==> config.mk <==
export PLATFORM = sky130hd
export DESIGN_NAME = jk_mod_counter
export DESIGN_NICKNAME = d
export VERILOG_FILES = /design/src/rtl/jk_mod_counter_pkg.sv /design/src/rtl/jk_mod_counter_jk_ff_cell.sv /design/src/rtl/jk_mod_counter.sv
export SDC_FILE = /design/constraint.sdc
export NUM_CORES = 1
export LEC_CHECK = 0
export CORE_AREA = 4 4 49 55
export DETAILED_ROUTE_END_ITERATION = 6
export DIE_AREA = 0 0 53 59
export GPL_ROUTABILITY_DRIVEN = 0
export PLACE_DENSITY = 0.66
export SYNTH_ARGS = -nofsm -noshare
export SYNTH_HDL_FRONTEND = slang
export SYNTH_HIERARCHICAL = 1
export SYNTH_SLANG_ARGS = --single-unit
==> constraint.sdc <==
create_clock -name clk -period 2.65 [get_ports clk]
set_input_delay 0.53 -clock clk [delete_from_list [all_inputs] [get_ports clk]]
set_output_delay 0.53 -clock clk [all_outputs]
set_load 0.01 [all_outputs]
==> src/rtl/jk_mod_counter_pkg.sv <==
// Shared definitions for the JK-based counter family: count-mode encoding and width limits.
package jk_mod_counter_pkg;

    localparam int MAX_WIDTH = 16;

    typedef enum logic [1:0] {
        MODE_HOLD = 2'd0,
        MODE_UP   = 2'd1,
        MODE_DOWN = 2'd2,
        MODE_LOAD = 2'd3
    } count_mode_e;

endpackage

==> src/rtl/jk_mod_counter_jk_ff_cell.sv <==
// Single JK flip-flop with synchronous active-high reset to a per-cell value.
module jk_ff_cell (
    input  logic clk,
    input  logic rst,
    input  logic rst_val,
    input  logic j,
    input  logic k,
    output logic q,
    output logic qn
);

    logic state;

    // NOTE: sequential state uses non-blocking assignments so every cell samples pre-edge values.
    always_ff @(posedge clk) begin
        if (rst) begin
            state <= rst_val;
        end else begin
            case ({j, k})
                2'b01:   state <= 1'b0;
                2'b10:   state <= 1'b1;
                2'b11:   state <= ~state;
                default: state <= state;
            endcase
        end
    end

    assign q  = state;
    assign qn = ~state;

endmodule

==> src/rtl/jk_mod_counter.sv <==
// Up/down modulo-N counter built from JK cells, with load clamp, terminal count and wrap flags.
module jk_mod_counter
    import jk_mod_counter_pkg::*;
#(
    parameter int WIDTH     = 4,
    parameter int MODULUS   = 16,
    parameter int RESET_VAL = 0
) (
    input  logic             clk,
    input  logic             rst,
    input  logic             en,
    input  logic             up_dn,
    input  logic             load,
    input  logic [WIDTH-1:0] load_val,
    output logic [WIDTH-1:0] q,
    output logic [WIDTH-1:0] qn,
    output logic             tc,
    output logic             wrap,
    output logic             load_err
);

    if (WIDTH < 1 || WIDTH > MAX_WIDTH) begin : g_bad_width
        $error("jk_mod_counter: WIDTH out of range");
    end

    localparam logic [WIDTH:0]   LAST  = (WIDTH+1)'(MODULUS - 1);
    localparam logic [WIDTH:0]   ONE   = (WIDTH+1)'(1);
    localparam logic [WIDTH-1:0] RST_V = WIDTH'(RESET_VAL);

    count_mode_e      mode;
    logic [WIDTH:0]   cur;
    logic [WIDTH:0]   nxt_ext;
    logic [WIDTH-1:0] nxt;
    logic [WIDTH-1:0] j;
    logic [WIDTH-1:0] k;
    logic             wrap_nxt;
    logic             load_err_nxt;

    assign cur = {1'b0, q};

    always_comb begin
        if (load)    mode = MODE_LOAD;
        else if (en) mode = up_dn ? MODE_UP : MODE_DOWN;
        else         mode = MODE_HOLD;
    end

    // NOTE: every output of this block gets a default first, so no path can infer a latch.
    always_comb begin
        nxt_ext      = cur;
        wrap_nxt     = 1'b0;
        load_err_nxt = 1'b0;
        case (mode)
            MODE_LOAD: begin
                if ({1'b0, load_val} > LAST) begin
                    nxt_ext      = LAST;
                    load_err_nxt = 1'b1;
                end else begin
                    nxt_ext = {1'b0, load_val};
                end
            end
            // Out-of-range states (cur > LAST) are steered back into range and flagged as a wrap.
            MODE_UP: begin
                if (cur >= LAST) begin
                    nxt_ext  = '0;
                    wrap_nxt = 1'b1;
                end else begin
                    nxt_ext = cur + ONE;
                end
            end
            MODE_DOWN: begin
                if (cur == '0 || cur > LAST) begin
                    nxt_ext  = LAST;
                    wrap_nxt = 1'b1;
                end else begin
                    nxt_ext = cur - ONE;
                end
            end
            MODE_HOLD: ;
            default:   ;
        endcase
    end

    assign nxt = nxt_ext[WIDTH-1:0];

    // Excitation table: J and K are never both high, so a changing bit is always a set or a clear.
    assign j = nxt & ~q;
    assign k = ~nxt & q;

    for (genvar i = 0; i < WIDTH; i++) begin : g_cell
        jk_ff_cell u_cell (
            .clk     (clk),
            .rst     (rst),
            .rst_val (RST_V[i]),
            .j       (j[i]),
            .k       (k[i]),
            .q       (q[i]),
            .qn      (qn[i])
        );
    end

    assign tc = up_dn ? (cur == LAST) : (cur == '0);

    // NOTE: reset is synchronous; only flag registers live here and both clear on it.
    always_ff @(posedge clk) begin
        if (rst) begin
            wrap     <= 1'b0;
            load_err <= 1'b0;
        end else begin
            wrap     <= wrap_nxt;
            load_err <= load_err_nxt;
        end
    end

endmodule

==> flow_metrics.tcl, run 1 <==
set metrics [dict create \
    critical_path.max_fanout 3 \
    synth_seq_cells 5 \
    worstPathArrival_ps 2540 \
    clockBufferDepth 2 \
    drtIter0Drc 14 \
    drt-vias-per-instance 4.85 \
    cts-root-buf "clkbuf_4" \
    yosysUniqueCellTypes 31 \
    grt_pass1_wl_mm 2.60 \
    holdPathStages 3 \
    status "finished, final reports clean" \
    yosysSeqAreaShare 0.225 \
    rsz0062_at_grt "no" \
    dieArea_um2 3130 \
    yosys.area.top_type_share 0.193 \
    fin_worst_skew_ps 3.05 \
    die_w_um 53 \
    drtPass1Iterations 4 \
    route.detailed.drc 0 \
    cts_setup_buffers 0 \
    slew_viol_final 0 \
    cts.hold.buffers_added 0 \
    netlist_area_um2 623 \
    reg2regPathDepth 7 \
    grt_pass1_vias 608 \
    hold_violations 0 \
    wl_per_cell_um 11.9 \
    yosys.area.top_type "edfxtp_1" \
    ir_drop_v 0.000169 \
    port-buffer-count 18 \
    clk_pin_slew_ps 40 \
    grt_usage 0.116 \
    final_nets 123 \
    coreArea_um2 2180 \
    cp.required_ps 2660 \
    insertion_delay_ps 260 \
    whs_ps 850 \
    yosysWarnings 6 \
    period_share 0.954 \
    wl_mm 1.63 \
    hpwl_mm 1.32 \
    drv_cap 0 \
    cts_tree "done" \
    via_count 664 \
    grt.overflow.total 0 \
    synthTopCellsByArea "edfxtp_1 (19%), ha_1 (12%), a21bo_2 (6.4%), inv_1 (6.0%), nand2_1 (4.2%)" \
    grt_start_max_net_pins 14 \
    fin_crit_ps 2530 \
    post_cts_resized 0 \
    fin_cells 137 \
    cp-start-kind "input port" \
    syn_inst 73 \
    path_class "in -> reg" \
    antenna_found_initial 0 \
    dieHeight_um 59 \
    dp_cells 133 \
    antenna_left 0 \
    pin_count 20 \
    num_rows 18 \
    clock_sinks 5 \
    drive_gt1_frac 0.206 \
    diodes 0 \
    cts-buffers-inserted 3 \
    area_delta_synth_final_pct 51.8 \
    worst_setup_path_end_kind "register" \
    fmax_mhz 395 \
    h-tree-depth 1 \
    floorplan.initialDensity 0.285 \
    synth.avg_cell_area_um2 8.54 \
    min_path_type "reg -> reg" \
    finalSetupViolations 0 \
    powerDensity_nw_per_um2 500 \
    power_leakage_nw 0.454 \
]
## worst paths after layout
check | startpoint | end | slack, ps
worst max register to register | g_cell[0].u_cell/q | g_cell[3].u_cell/q | 630
worst max-delay path | load | g_cell[3].u_cell/q | 120
worst min-delay path | g_cell[1].u_cell/q | g_cell[1].u_cell/q | 850
worst min register to register | g_cell[1].u_cell/q | g_cell[1].u_cell/q | 850
## worst max-delay path, cell delays in order
cell             delay [ps]
clkdlybuf4s50_1         520
a21o_1                  130
inv_1                    60
ha_1                    200
and4bb_2                240
a211o_1                 270
a221oi_2                190
nor3_1                   80
or3_1                   320
## cells in the mapped netlist
library cell,count
nor3_1,4
ha_1,6
clkbuf_1,1
and3_1,1
conb_1,1
inv_1,10
and4bb_2,1
a2111oi_0,1
a211o_1,1
a221oi_2,1
edfxtp_1,4
and4b_1,1
and2_1,1
nand3_1,1
a41oi_1,1
nand2_1,7
nor3b_1,2
buf_6,2
a211oi_1,1
xor2_1,2
a21o_1,2
a221oi_1,2
a221o_1,1
buf_4,1
a21bo_2,4
nor2b_1,2
a311o_1,1
or4b_1,1
dfxtp_1,1
or3_1,4
o21ai_0,5
## power by group
group / switching [W] / internal (W)
logic: 0.000122 / 0.000144
registers: 0.00000764 / 0.000102
clock network: 0.0000390 / 0.0000574
total: 0.000169 / 0.000304
## per-stage QoR
step / setup WS (ps) / total power [W] / cell area, µm² / TNS [ps] / utilization
2_1_floorplan: 371 / 0.000270 / 638 / 0 / -
3_3_place_gp: -119 / 0.000372 / 912 / -400 / 0.418
3_5_place_dp: -159 / 0.000379 / 912 / -666 / 0.418
4_1_cts: 17.7 / 0.000479 / 938 / 0 / 0.430
5_1_grt: 14.1 / 0.000512 / 946 / 0 / 0.433
6_report: 121 / 0.000473 / 946 / 0 / 0.433
## routing by layer
metal  GRT usage  share of wire  vias up
li1            -              -      333
met1       0.135           0.47      296
met2       0.184           0.43       28
met3      0.0227          0.063        7
met4      0.0876          0.038        0
met5           0              0        -
## logic make-up (layout without fill, tap and decap cells)
family | after synthesis | count (layout) | synth area share
AOI/OAI and AO/OA | 20 | 20 | 0.267
xor gates and xnor gates | 2 | 2 | 0.0281
adders and majority gates | 6 | 6 | 0.120
buffers and inverters | 14 | 44 | 0.114
DFF | 5 | 5 | 0.225
other | 1 | 5 | 0.00602
and+or+nand+nor | 25 | 25 | 0.239
## layout make-up
cell class                      count  area (µm²)
Fill cell                         234        1240
Multi-Input combinational cell     58         429
Timing Repair Buffer               30         275
Sequential cell                     5         140
Inverter                           10        37.5
Tap cell                           30        37.5
Clock buffer                        4        26.3
## layout by cell type, fill, tap and decap left out, drive strengths merged, types with 2 or more instances in the layout
| cell type | Yosys | final |
|---|---|---|
| nand2 | 7 | 7 |
| ha | 6 | 6 |
| buf | 3 | 12 |
| a21bo | 4 | 4 |
| o21ai | 5 | 5 |
| inv | 10 | 10 |
| a21o | 2 | 2 |
| conb | 1 | 5 |
| dlymetal6s2s | 0 | 2 |
| nor3 | 4 | 4 |
| a221oi | 3 | 3 |
| clkbuf | 1 | 4 |
| nor3b | 2 | 2 |
| edfxtp | 4 | 4 |
| xor2 | 2 | 2 |
| nor2b | 2 | 2 |
| clkdlybuf4s50 | 0 | 16 |
| or3 | 4 | 4 |
## registers in the layout (all words and copies together) (netlist names)
signal           count
wrap                 1
g_cell.u_cell/q      4
Note: power is estimated with default switching activity, not from simulation.
==> run 2: changes to the inputs <==
--- a/config.mk
+++ b/config.mk
@@ -10,6 +10,7 @@
 export DIE_AREA = 0 0 53 59
 export GPL_ROUTABILITY_DRIVEN = 0
 export PLACE_DENSITY = 0.66
+export SETUP_SLACK_MARGIN = 0.5
 export SYNTH_ARGS = -nofsm -noshare
 export SYNTH_HDL_FRONTEND = slang
 export SYNTH_HIERARCHICAL = 1
==> flow_metrics.tcl, run 2 (same netlist as run 1, synthesis figures left out) <==
set metrics [dict create \
    grt_start_max_net_pins 14 \
    final_nets 125 \
    dieArea_um2 3130 \
    worst_slew_pin_slew_ps 515 \
    rsz0062_at_grt "yes" \
    cp.required_ps 2120 \
    crit_chain "inv_2 -> ha_2 -> or4b_1 -> o21ai_2 -> buf_2" \
    grt_pass1_wl_mm 2.84 \
    insertion_delay_ps 250 \
    cts_tree "done" \
    grt_usage 0.128 \
    drtPass1Iterations 4 \
    wl_per_cell_um 12.6 \
    pin_count 20 \
    grt.overflow.total 0 \
    grt_pass1_vias 655 \
    fmax_mhz 460 \
    cp-start-kind "register" \
    drt-vias-per-instance 4.96 \
    max-slew-margin-rel 0.648 \
    fin_crit_ps 2170 \
    finalSetupViolations 0 \
    critPathMaxStageDelay_ps 470 \
    h-tree-depth 1 \
    ir_drop_v 0.000187 \
    drive_gt1_frac 0.376 \
    slew_viol_final 0 \
    crit_slowest_cell "or4b_1" \
    period_share 0.820 \
    worstPathArrival_ps 1640 \
    layout_common_cells "clkdlybuf4s50_1 (14), buf_4 (13), nand2_1 (7)" \
    drv_cap 0 \
    dp_slack_ps -142 \
    route.detailed.drc 0 \
    cp_num_buf_inv 2 \
    dieHeight_um 59 \
    fin_worst_skew_ps 2.01 \
    status "finished, final reports clean" \
    clk_pin_slew_ps 50 \
    met1_length_um 788 \
    wl_mm 1.75 \
    area_delta_synth_final_pct 62.4 \
    final_common_cell "clkdlybuf4s50_1" \
    hpwl_mm 1.28 \
    top_layer "met4" \
    critical_path.max_fanout 3 \
    rrSetupSlack_ps 570 \
    coreArea_um2 2180 \
    cpLargestDelayFamily "simple AND/OR/NAND/NOR gates" \
    clockBufferDepth 2 \
    worst_setup_path_end_kind "output port" \
    power_leakage_nw 0.441 \
    cts-root-buf "clkbuf_4" \
    drtIter0Drc 10 \
    tns_ps 0 \
    cts-buffers-inserted 3 \
    antenna_left 0 \
    whs_ps 839 \
    met2_wirelength_um 783 \
    clock_sinks 5 \
    floorplan.initialDensity 0.285 \
    layout_setup_ws_ps 476 \
    antenna_found_initial 0 \
    cts.hold.buffers_added 0 \
    nFillCells 231 \
    largest_register_ffs 4 \
    hold_violations 0 \
    die_w_um 53 \
    via_count 690 \
    powerDensity_nw_per_um2 488 \
    path_class "reg -> out" \
    port-buffer-count 18 \
    diodes 0 \
    min_path_type "reg -> reg" \
    wl_met3_um 132 \
    num_rows 18 \
]
==> run 2: cell types whose count changed in the layout (fill, tap and decap cells not counted), sizes merged <==
cell and change:
buf +6, dlymetal6s2s -2, clkdlybuf4s50 -2
==> run 2: final timing paths <==
path              cells past startpoint                from                 end
setup / recovery                      5  g_cell[0].u_cell/q                  tc
hold / removal                        3  g_cell[1].u_cell/q  g_cell[1].u_cell/q
setup reg to reg                      7  g_cell[0].u_cell/q  g_cell[3].u_cell/q
hold reg to reg                       3  g_cell[1].u_cell/q  g_cell[1].u_cell/q
==> run 2: routing by layer <==
metal / vias to the layer above / GRT usage
met3: 4 / 0.0353
met1: 327 / 0.150
met5: - / 0
met4: 0 / 0.0876
met2: 22 / 0.200
li1: 337 / -
==> run 2: where the power goes <==
part / total (W) / internal, W / switching, W
logic: 0.000289 / 0.000154 / 0.000135
registers: 0.000109 / 0.000102 / 0.00000741
clock network: 0.0000955 / 0.0000574 / 0.0000381
==> run 2: layout make-up <==
cell class	count	area [µm²]	share of cell area
clock buffer	4	26.3	0.0260
inverter	10	40.0	0.0396
timing repair buffer	32	285	0.282
tap	30	37.5	0.0371
multi-input combinational	58	483	0.477
sequential	5	140	0.138
==> run 2: worst min-delay path, delay by kind of cell, from the launching register on <==
kind,cells,cell delay (ps)
flops,1,340
simple gates,2,310
buf+inv,1,70
==> run 2: repair_timing <==
action | CTS | global route
setup endpoints to repair | 9 | 7
setup buffers | 1 | 1
pin swaps | 6 | 8
gates resized for setup | 23 | 15
==> run 2: stage by stage <==
stage	total power, W	util	instance area, µm²	cells
finish	0.000494	0.463	1010	139
global route	0.000532	0.463	1010	139
CTS	0.000482	0.435	950	138
detailed placement	0.000379	0.419	915	133
global placement	0.000375	0.419	915	133
floorplan	0.000271	-	641	77
==> run 3: changes to the inputs <==
--- a/config.mk
+++ b/config.mk
@@ -9,7 +9,7 @@
 export DETAILED_ROUTE_END_ITERATION = 6
 export DIE_AREA = 0 0 53 59
 export GPL_ROUTABILITY_DRIVEN = 0
-export PLACE_DENSITY = 0.66
+export PLACE_DENSITY = 0.68
 export SETUP_SLACK_MARGIN = 0.5
 export SYNTH_ARGS = -nofsm -noshare
 export SYNTH_HDL_FRONTEND = slang
==> constraint.sdc (replaced) <==
create_clock -name clk -period 1.8 [get_ports clk]
set_input_delay 0.36 -clock clk [delete_from_list [all_inputs] [get_ports clk]]
set_output_delay 0.36 -clock clk [all_outputs]
set_load 0.01 [all_outputs]
==> flow_metrics.tcl, run 3 (same netlist as run 1, synthesis figures left out) <==
set metrics [dict create \
    status "finished with violations" \
    failed_checks "negative setup slack" \
    reg2reg_from "g_cell[2].u_cell/q" \
    final_common_cell "buf_6" \
    insertion_delay_ps 250 \
    fmax_mhz 484 \
    drv_cap 0 \
    antenna_left 0 \
    fin_worst_skew_ps 4.03 \
    cts.hold.buffers_added 0 \
    period_share 1.15 \
    clk_pin_slew_ps 50 \
    path_class "reg -> reg" \
    dieArea_um2 3130 \
    grt_start_max_net_pins 11 \
    crit_chain "buf_4 -> buf_4 -> and4bb_2 -> buf_4 -> buf_6 -> buf_6 -> a2111oi_4 -> buf_4 -> or3_4" \
    wl_met3_um 99 \
    drt-vias-per-instance 4.75 \
    coreArea_um2 2180 \
    cp-start-kind "register" \
    dpl_cell_area_um2 990 \
    min_path_type "in -> reg" \
    largest_register_ffs 4 \
    hold_violations 0 \
    area_delta_synth_final_pct 106 \
    floorplan.initialDensity 0.285 \
    fin_crit_ps 2070 \
    min_from "up_dn" \
    clock_sinks 5 \
    reg2reg_to "g_cell[0].u_cell/q" \
    cts_tree "done" \
    total_power_w 0.000949 \
    h-tree-depth 1 \
    crit_slowest_cell "edfxtp_1" \
    ir_drop_v 0.000420 \
    pin_count 20 \
    dieHeight_um 59 \
    worst_setup_path_end_kind "register" \
    clockBufferDepth 2 \
    worstPathArrival_ps 2080 \
    grt.overflow.total 0 \
    antenna_found_initial 0 \
    port-buffer-count 18 \
    drtIter0Drc 7 \
    wl_per_cell_um 13.5 \
    diodes 0 \
    min_to "wrap" \
    met2_wirelength_mm 1.12 \
    power_leakage_nw 0.593 \
    rrSetupSlack_ps -270 \
    critical_path.max_fanout 8 \
    crit_top_cell "buf_4" \
    cts-root-buf "clkbuf_4" \
    whs_ps 823 \
    grt_usage 0.148 \
    met1_length_um 881 \
    final_nets 147 \
    via_count 764 \
    layout_common_cells "buf_6 (24), buf_4 (21), inv_2 (9)" \
    final_area_um2 1280 \
    layout_setup_ws_ps -268 \
    wl_mm 2.17 \
    critPathMaxStageDelay_ps 390 \
    reg2regPathDepth 9 \
    cts-buffers-inserted 3 \
    slew_viol_final 0 \
    rsz0062_at_grt "yes" \
    finalSetupViolations 8 \
    grt_pass1_wl_mm 3.37 \
    cp.required_ps 1810 \
    drive_gt1_frac 0.626 \
    powerDensity_nw_per_um2 740 \
    hpwl_mm 1.41 \
    die_w_um 53 \
    route.detailed.drc 0 \
    top_layer "met4" \
    grt_pass1_vias 796 \
    holdPathStages 5 \
    num_rows 18 \
    drtPass1Iterations 4 \
]
[run 3: worst max-delay path by stage]
stage          slack [ps]                 end               start  cells after the start
6_report             -270  g_cell[0].u_cell/q  g_cell[2].u_cell/q                      9
4_1_cts              -280  g_cell[3].u_cell/q                  en                      8
3_5_place_dp         -820  g_cell[3].u_cell/q               up_dn                      9
2_1_floorplan        -240  g_cell[3].u_cell/q               up_dn                      8
3_3_place_gp         -780  g_cell[3].u_cell/q                load                      9
5_1_grt              -380  g_cell[3].u_cell/q  g_cell[0].u_cell/q                      8
[run 3: cell type report]
class	count	area (µm²)
inverters	10	37.5
clock buffers	4	26.3
repair buffers	54	502
flip-flops and latches	5	140
well taps	30	37.5
fillers	185	902
multi-input cells	58	539
[run 3: critical path: cells and delay by family, from the launching register on]
kind / cells / cell delay, ps
simple gates: 2 / 660
buf+inv: 6 / 750
compound gates: 1 / 30
flops: 1 / 390
[run 3: metrics by stage]
stage	utilization	worst slack, ps	setup TNS, ps	std cells
4_1_cts	0.546	-278	-1380	157
3_3_place_gp	0.453	-777	-6280	141
6_report	0.587	-268	-1640	161
2_1_floorplan	-	-238	-762	77
3_5_place_dp	0.453	-817	-6400	141
5_1_grt	0.587	-379	-2480	161
[run 3: layer usage]
metal | up-vias | track usage
met4 | 0 | 0.106
met2 | 21 | 0.257
met5 | - | 0
li1 | 379 | -
met3 | 8 | 0.0327
met1 | 356 | 0.155
[run 3: power by group]
group          internal (W)  switching [W]  leakage [nW]
sequential         0.000150      0.0000142        0.0502
clock             0.0000845      0.0000557        0.0150
combinational      0.000377       0.000268         0.528
[run 3: repair_timing]
item                                    4_1_cts  5_1_grt
setup buffers                                12        4
endpoints found under the setup margin       19       18
resized for setup                            79       19
pin swaps                                    11        8
